## src/rtl/barrel_shifter_pipe.sv

```systemverilog
// Pipelined barrel shifter: rotate, logical and arithmetic shifts, one stage per shamt bit.
// Optional BARREL_SHIFTER_STICKY_EN builds the discarded-bit sticky chain behind out_sticky.
module barrel_shifter_pipe #(
  parameter int WIDTH = 16,
  localparam int SHW = $clog2(WIDTH)
) (
  input  logic             clk,
  input  logic             rst,
  input  logic             in_valid,
  output logic             in_ready,
  input  logic [WIDTH-1:0] in_data,
  input  logic [SHW-1:0]   in_shamt,
  input  logic [2:0]       in_op,
  output logic             out_valid,
  input  logic             out_ready,
  output logic [WIDTH-1:0] out_data,
  output logic             out_illegal,
  output logic             out_sticky
);

  if (WIDTH < 4 || WIDTH > 64 || (WIDTH & (WIDTH - 1)) != 0) begin : g_bad_width
    $error("barrel_shifter_pipe: WIDTH must be a power of two in 4..64");
  end

  typedef enum logic [1:0] {
    KIND_ROT,
    KIND_LOG,
    KIND_ARI
  } kind_e;

  function automatic logic [WIDTH-1:0] rev(input logic [WIDTH-1:0] x);
    logic [WIDTH-1:0] r;
    for (int i = 0; i < WIDTH; i++) begin
      r[i] = x[WIDTH-1-i];
    end
    return r;
  endfunction

  logic advance;
  assign advance  = ~out_valid | out_ready;
  assign in_ready = advance;

  // Stage-0 decode: left ops are mirrored so every stage shifts right.
  kind_e            dec_kind;
  logic             dec_left;
  logic             dec_ill;
  logic [SHW-1:0]   dec_sh;
  logic [WIDTH-1:0] dec_data;

  always_comb begin
    dec_kind = KIND_ROT;
    dec_left = 1'b0;
    dec_ill  = 1'b0;
    dec_sh   = in_shamt;
    unique case (1'b1)
      (in_op == 3'b000): begin
        dec_kind = KIND_ROT;
        dec_left = 1'b1;
      end
      (in_op == 3'b001): dec_kind = KIND_ROT;
      (in_op == 3'b010): begin
        dec_kind = KIND_LOG;
        dec_left = 1'b1;
      end
      (in_op == 3'b011): dec_kind = KIND_LOG;
      (in_op == 3'b100): dec_kind = KIND_ARI;
      default: begin
        dec_ill = 1'b1;
        dec_sh  = '0;
      end
    endcase
    dec_data = dec_left ? rev(in_data) : in_data;
  end

  logic             v_s  [SHW];
  logic [WIDTH-1:0] d_s  [SHW];
  logic [SHW-1:0]   sh_s [SHW];
  kind_e            k_s  [SHW];
  logic             l_s  [SHW];
  logic             i_s  [SHW];
  logic             sg_s [SHW];

  logic             v_q  [SHW];
  logic [WIDTH-1:0] d_q  [SHW];
  logic [SHW-1:0]   sh_q [SHW];
  kind_e            k_q  [SHW];
  logic             l_q  [SHW];
  logic             i_q  [SHW];
  logic             sg_q [SHW];

`ifdef BARREL_SHIFTER_STICKY_EN
  logic st_s [SHW];
  logic st_q [SHW];
`endif

  for (genvar s = 0; s < SHW; s++) begin : g_stage
    localparam int K = 1 << s;
    localparam bit LAST = (s == SHW - 1);
    localparam logic [WIDTH-1:0] LO = {WIDTH{1'b1}} >> (WIDTH - K);
    localparam logic [WIDTH-1:0] HI = ~({WIDTH{1'b1}} >> K);

    if (s == 0) begin : g_src_in
      assign v_s[s]  = in_valid;
      assign d_s[s]  = dec_data;
      assign sh_s[s] = dec_sh;
      assign k_s[s]  = dec_kind;
      assign l_s[s]  = dec_left;
      assign i_s[s]  = dec_ill;
      assign sg_s[s] = in_data[WIDTH-1];
`ifdef BARREL_SHIFTER_STICKY_EN
      assign st_s[s] = 1'b0;
`endif
    end else begin : g_src_prev
      assign v_s[s]  = v_q[s-1];
      assign d_s[s]  = d_q[s-1];
      assign sh_s[s] = sh_q[s-1];
      assign k_s[s]  = k_q[s-1];
      assign l_s[s]  = l_q[s-1];
      assign i_s[s]  = i_q[s-1];
      assign sg_s[s] = sg_q[s-1];
`ifdef BARREL_SHIFTER_STICKY_EN
      assign st_s[s] = st_q[s-1];
`endif
    end

    logic [WIDTH-1:0] shifted;
    logic [WIDTH-1:0] nxt;

    always_comb begin
      shifted = d_s[s];
      if (sh_s[s][s]) begin
        unique case (k_s[s])
          KIND_ROT: shifted = (d_s[s] >> K) | (d_s[s] << (WIDTH - K));
          KIND_LOG: shifted = d_s[s] >> K;
          KIND_ARI: shifted = (d_s[s] >> K) | (sg_s[s] ? HI : '0);
          default:  shifted = d_s[s];
        endcase
      end
      nxt = (LAST && l_s[s]) ? rev(shifted) : shifted;
    end

`ifdef BARREL_SHIFTER_STICKY_EN
    logic st_nxt;
    always_comb begin
      st_nxt = st_s[s];
      if (sh_s[s][s] && k_s[s] != KIND_ROT) begin
        st_nxt = st_s[s] | (|(d_s[s] & LO));
      end
    end

    always_ff @(posedge clk) begin
      if (rst) begin
        st_q[s] <= 1'b0;
      end else if (advance) begin
        st_q[s] <= st_nxt;
      end
    end
`endif

    always_ff @(posedge clk) begin
      if (rst) begin
        v_q[s]  <= 1'b0;
        d_q[s]  <= '0;
        sh_q[s] <= '0;
        k_q[s]  <= KIND_ROT;
        l_q[s]  <= 1'b0;
        i_q[s]  <= 1'b0;
        sg_q[s] <= 1'b0;
      end else if (advance) begin
        v_q[s]  <= v_s[s];
        d_q[s]  <= nxt;
        sh_q[s] <= sh_s[s];
        k_q[s]  <= k_s[s];
        l_q[s]  <= l_s[s];
        i_q[s]  <= i_s[s];
        sg_q[s] <= sg_s[s];
      end
    end
  end

  assign out_valid   = v_q[SHW-1];
  assign out_data    = d_q[SHW-1];
  assign out_illegal = i_q[SHW-1];

`ifdef BARREL_SHIFTER_STICKY_EN
  assign out_sticky = st_q[SHW-1];
`else
  assign out_sticky = 1'b0;
`endif

endmodule

```

## config.mk

```make
export PLATFORM = sky130hd
export DESIGN_NAME = barrel_shifter_pipe
export DESIGN_NICKNAME = d
export VERILOG_FILES = /design/src/rtl/barrel_shifter_pipe.sv
export SDC_FILE = /design/constraint.sdc
export NUM_CORES = 1
export LEC_CHECK = 0
export ABC_AREA = 1
export BUFFER_PORTS_ARGS = -buffer_cell sky130_fd_sc_hd__buf_2
export CAP_MARGIN = 40
export CORE_MARGIN = 10
export CORE_UTILIZATION = 53
export CTS_CLUSTER_SIZE = 8
export DETAILED_ROUTE_END_ITERATION = 12
export GPL_TIMING_DRIVEN = 0
export MAX_ROUTING_LAYER = met4
export PLACE_DENSITY = 0.84
export RECOVER_POWER = 50
export SLEW_MARGIN = 10
export SYNTH_ARGS = -nofsm -noshare
export SYNTH_HDL_FRONTEND = slang
export SYNTH_SLANG_ARGS = --single-unit
```

## constraint.sdc

```tcl
create_clock -name clk -period 3.6 [get_ports clk]
set_clock_uncertainty 0.05 [all_clocks]
set_input_delay 0.36 -clock clk [delete_from_list [all_inputs] [get_ports clk]]
set_output_delay 0.36 -clock clk [all_outputs]
set_load 0.02 [all_outputs]
```

=== Word level (Yosys, flattened, before mapping) ===
Memories as Yosys holds them, arrays and structs flattened.
Index checks and enable logic that the tools add are counted.

* Flip-flop bits (word level): 0
* Bits in writable memories: 104
* Bits of input ports: 27
* Output and inout port bits: 20
* Memories kept: 7

{| class="wikitable"
|+ Memories
! name !! depth !! width !! read ports !! clocked after Yosys merged registers in !! write ports !! line !! RTL
|-
| d_q || 4 || 16 || 4 || 0 || 4 || 84 || <nowiki>logic [WIDTH-1:0] d_q [SHW];</nowiki>
|-
| sh_q || 4 || 4 || 3 || 0 || 4 || 85 || <nowiki>logic [SHW-1:0] sh_q [SHW];</nowiki>
|-
| k_q || 4 || 2 || 3 || 0 || 4 || 86 || <nowiki>kind_e k_q [SHW];</nowiki>
|-
| i_q || 4 || 1 || 4 || 0 || 4 || 88 || <nowiki>logic i_q [SHW];</nowiki>
|-
| l_q || 4 || 1 || 3 || 0 || 4 || 87 || <nowiki>logic l_q [SHW];</nowiki>
|-
| sg_q || 4 || 1 || 3 || 0 || 4 || 89 || <nowiki>logic sg_q [SHW];</nowiki>
|-
| 1 more memories || n/a || n/a || n/a || n/a || n/a || n/a ||
|}

* Equal/unequal tests: 12
* Muxes and demuxes: 51
* Bitwise logic cells: 38
* Reduce and logical (&&, ||, !) cells: 8

{| class="wikitable"
|+ Operator list
! operator !! count
|-
| $mux W16 || 14
|-
| $pmux W16 S3 || 4
|-
| $or A12 B16 Y16 || 2
|-
| $or A14 B16 Y16 || 2
|-
| $or A15 B16 Y16 || 2
|-
| $or A8 B16 Y16 || 2
|-
| $or A1 B1 Y1 || 29
|-
| $mux W1 || 23
|-
| $mux W4 || 5
|-
| $eq A2 B1 Y1 const B || 4
|-
| $eq A2 B2 Y1 const B || 4
|-
| $logic_not A2 Y1 || 4
|-
| $mux W2 || 4
|-
| $eq A3 B2 Y1 const B || 2
|-
| $reduce_or A5 Y1 || 1
|-
| $pmux W2 S2 || 1
|-
| $reduce_or A2 Y1 || 2
|-
| $eq A3 B1 Y1 const B || 1
|-
| $eq A3 B3 Y1 const B || 1
|-
| $logic_not A3 Y1 || 1
|-
| $not A1 Y1 || 1
|}

=== Logic depth before layout (Yosys ltp) ===
* Word-level depth: 8
* Mapped depth: 9

=== Worst setup path before layout ===
OpenSTA, ideal clock, no wires.

* Path type: register to register
* From: mem v_q[3]
* To: mem d_q[0][0] (enable)
* Library setup time: 1.089 ns
* Arrival time: 2.521 ns
* Data required time: 2.461 ns
* Path slack: -0.059 ns
* Cell stages (with the launch flop): 2
* Buffers on the path: 0
* Path through: edfxtp_1 nand3_1

{| class="wikitable"
|+ RTL lines
! element !! line !! RTL
|-
| from (decl) || 83 || <nowiki>logic v_q [SHW];</nowiki>
|-
| to (decl) || 84 ||
|}

==> metrics.yaml <==
floorplanning:
  die_w_um: 114
  core-area_sq_mm: 0.00868
  io_pins: 47
  die-area_sq_mm: 0.0131
  start_util_pct: 54.4
  rows: 34
  chipHeight_um: 114
flow_run:
  drv_cap: 1
clock_network:
  clock-sinks: 90
  clock_latency_ns: 0.36
  clk_pin_slew_ns: 0.09
  htree_num_levels: 3
  cts_tree: "yes"
  clk_path_buf_depth: 2
  cts_resized: 0
  cts_hold_buf: 0
  cts_inserted_buffers: 9
  cts_root_buf: "clkbuf_8"
  post_cts_buffers: 0
detailed_routing:
  wirelength_um: 9140
  final_antenna_net_count: 0
  routedWlPerCell_um: 12.5
  first_iter_violations: 197
  via_per_inst: 5.08
  drtPass1Iterations: 5
  via_count: 3717
  post-route-drc-count: 0
setup_path:
  crit_required_ns: 3.63
  crit_type: "reg2reg"
  cp_data_arrival_time_ns: 2.48
  critPathLaunchType: "flop"
  cp-end-kind: "flop"
  critPathMaxFanout: 57
grt:
  track_usage_pct: 14.5
  grt_pass1_vias: 3521
  grt_first_pass_wirelength_um: 15200
  antenna_found_initial: 0
  grt_max_degree: 58
  grt_overflow: 0
finish:
  stdcell_count: 732
  layout-drive-gt1-share_pct: 10.3
  register_area_sq_mm: 0.00270
  multi_input_area_sq_mm: 0.00161
  fin_nets: 647
  antennaDiodeCount: 0
  final_util_pct: 61.1
  fill_cells: 753
  design_area_sq_mm: 0.00530
  area_growth_pct: 12.2
place:
  gp_congestion: 0.909
  dpl.cell_count: 717
  dpl.hpwl_um: 6790
  dp_worst_setup_slack_ns: 1.72
  port_buffers: 45
  placed_area_sq_mm: 0.00512
sta:
  slew_viol_final: 34
  period_share_pct: 68.1
  worstMarginPinSlew_ns: 1.56
  setup_viol: 0
  whs_ns: 0.247
  period_minus_slack_ns: 2.45
  grt_setup_unrepaired: "false"
  fmax_mhz: 408
  max_slew_margin_pct: -4.44
  fin_ws_ns: 1.15
  finalSetupTns_ns: 0
  hold_viol: 0
yosys:
  async_flop_share_pct: 0
  syn-num-nets: 590
  yosysSeqAreaShare_pct: 57.2
  syn_inst: 563
  synthDistinctLibCells: 23
  yosysWarnings: 0
  yosysMostFrequentCell: "nand2_1"
  synth_top_area_share_pct: 57.2
  avgSynthCellArea_sq_um: 8.39
  syn_area_sq_mm: 0.00472
  synth_commonest_cells: "nand2_1 (128), nor2_1 (106), edfxtp_1 (90)"
  ys_top_cells_by_area: "edfxtp_1 (57%), nand2_1 (10%), nand3_1 (8.5%)"
  synth_ff_type: "edfxtp_1"
  ys_ff_latch: 90
  synth_largest_area_cell: "edfxtp_1"
  synth_edf_count: 90
power:
  p_total_mw: 2.34
  vdd_drop_max_mv: 0.209
  p_leak_nw: 2.53
  cellPowerDensity_mw_per_mm2: 441
min_path:
  hold_class: "in2reg"
outcome:
  violations: "capacitance limit, slew limit"
  outcome: "finished, violations left"
## cell families after synthesis
kind of cell / share of synthesized area [%]
AND/OR/NAND/NOR: 28.7
buffers and inverters: 8.74
flip-flops: 57.2
AO/OA/AOI/OAI: 5.22
other: 0.0794
## sequential cells by signal, indices dropped and copies added, names as in the netlist
register and count:
i_q 4, k_q 6, sg_q 3, l_q 3
d_q 64, sh_q 6, v_q 4
## cell usage in the layout (no fill, tap or decap), types with 2 or more instances in the layout
master / instances
a21oi_1: 10
buf_2: 34
buf_4: 4
bufinv_16: 2
clkbuf_1: 31
clkbuf_8: 9
edfxtp_1: 90
inv_1: 74
inv_6: 2
nand2_1: 128
nand2_2: 2
nand2_4: 2
nand3_1: 80
nor2_1: 106
o21ai_0: 36
## final timing paths
check                            start                  endpoint  slack, ns  cells past startpoint
setup reg to reg      v_q[3]$_DFFE_PP_   d_q[1][3]$_SDFFCE_PN0P_       1.15                      2
hold reg to reg   i_q[2]$_SDFFCE_PN0P_          i_q[3]$_DFFE_PP_       0.51                      2
setup / recovery      v_q[3]$_DFFE_PP_   d_q[1][3]$_SDFFCE_PN0P_       1.15                      2
hold / removal             in_shamt[3]  sh_q[0][3]$_SDFFCE_PN0P_       0.25                      3
## critical path, cell delays in order (launching register included)
cell,delay (ns)
edfxtp_1,0.39
nand3_1,1.07
buf_16,0.64
## where the power goes
group | internal (mW) | switching, mW | total, mW
Sequential | 1.24 | 0.0386 | 1.28
Clock | 0.391 | 0.348 | 0.739
Combinational | 0.110 | 0.204 | 0.314
Total | 1.74 | 0.591 | 2.34
## cell type report
type	count	area share, %
multi-input cells	372	30.3
clock inverters	6	1.70
repair buffers	46	4.32
plain buffers	26	2.46
inverters	75	5.31
well taps	108	2.55
clock buffers	9	2.34
flip-flops and latches	90	51.0
## routing by layer
layer	global-route usage, %	wire (um)
met1	14.6	3710
met2	26.4	4840
met3	2.94	430
met4	6.52	161
met5	-	0
Note: power is estimated with default switching activity, not from simulation.
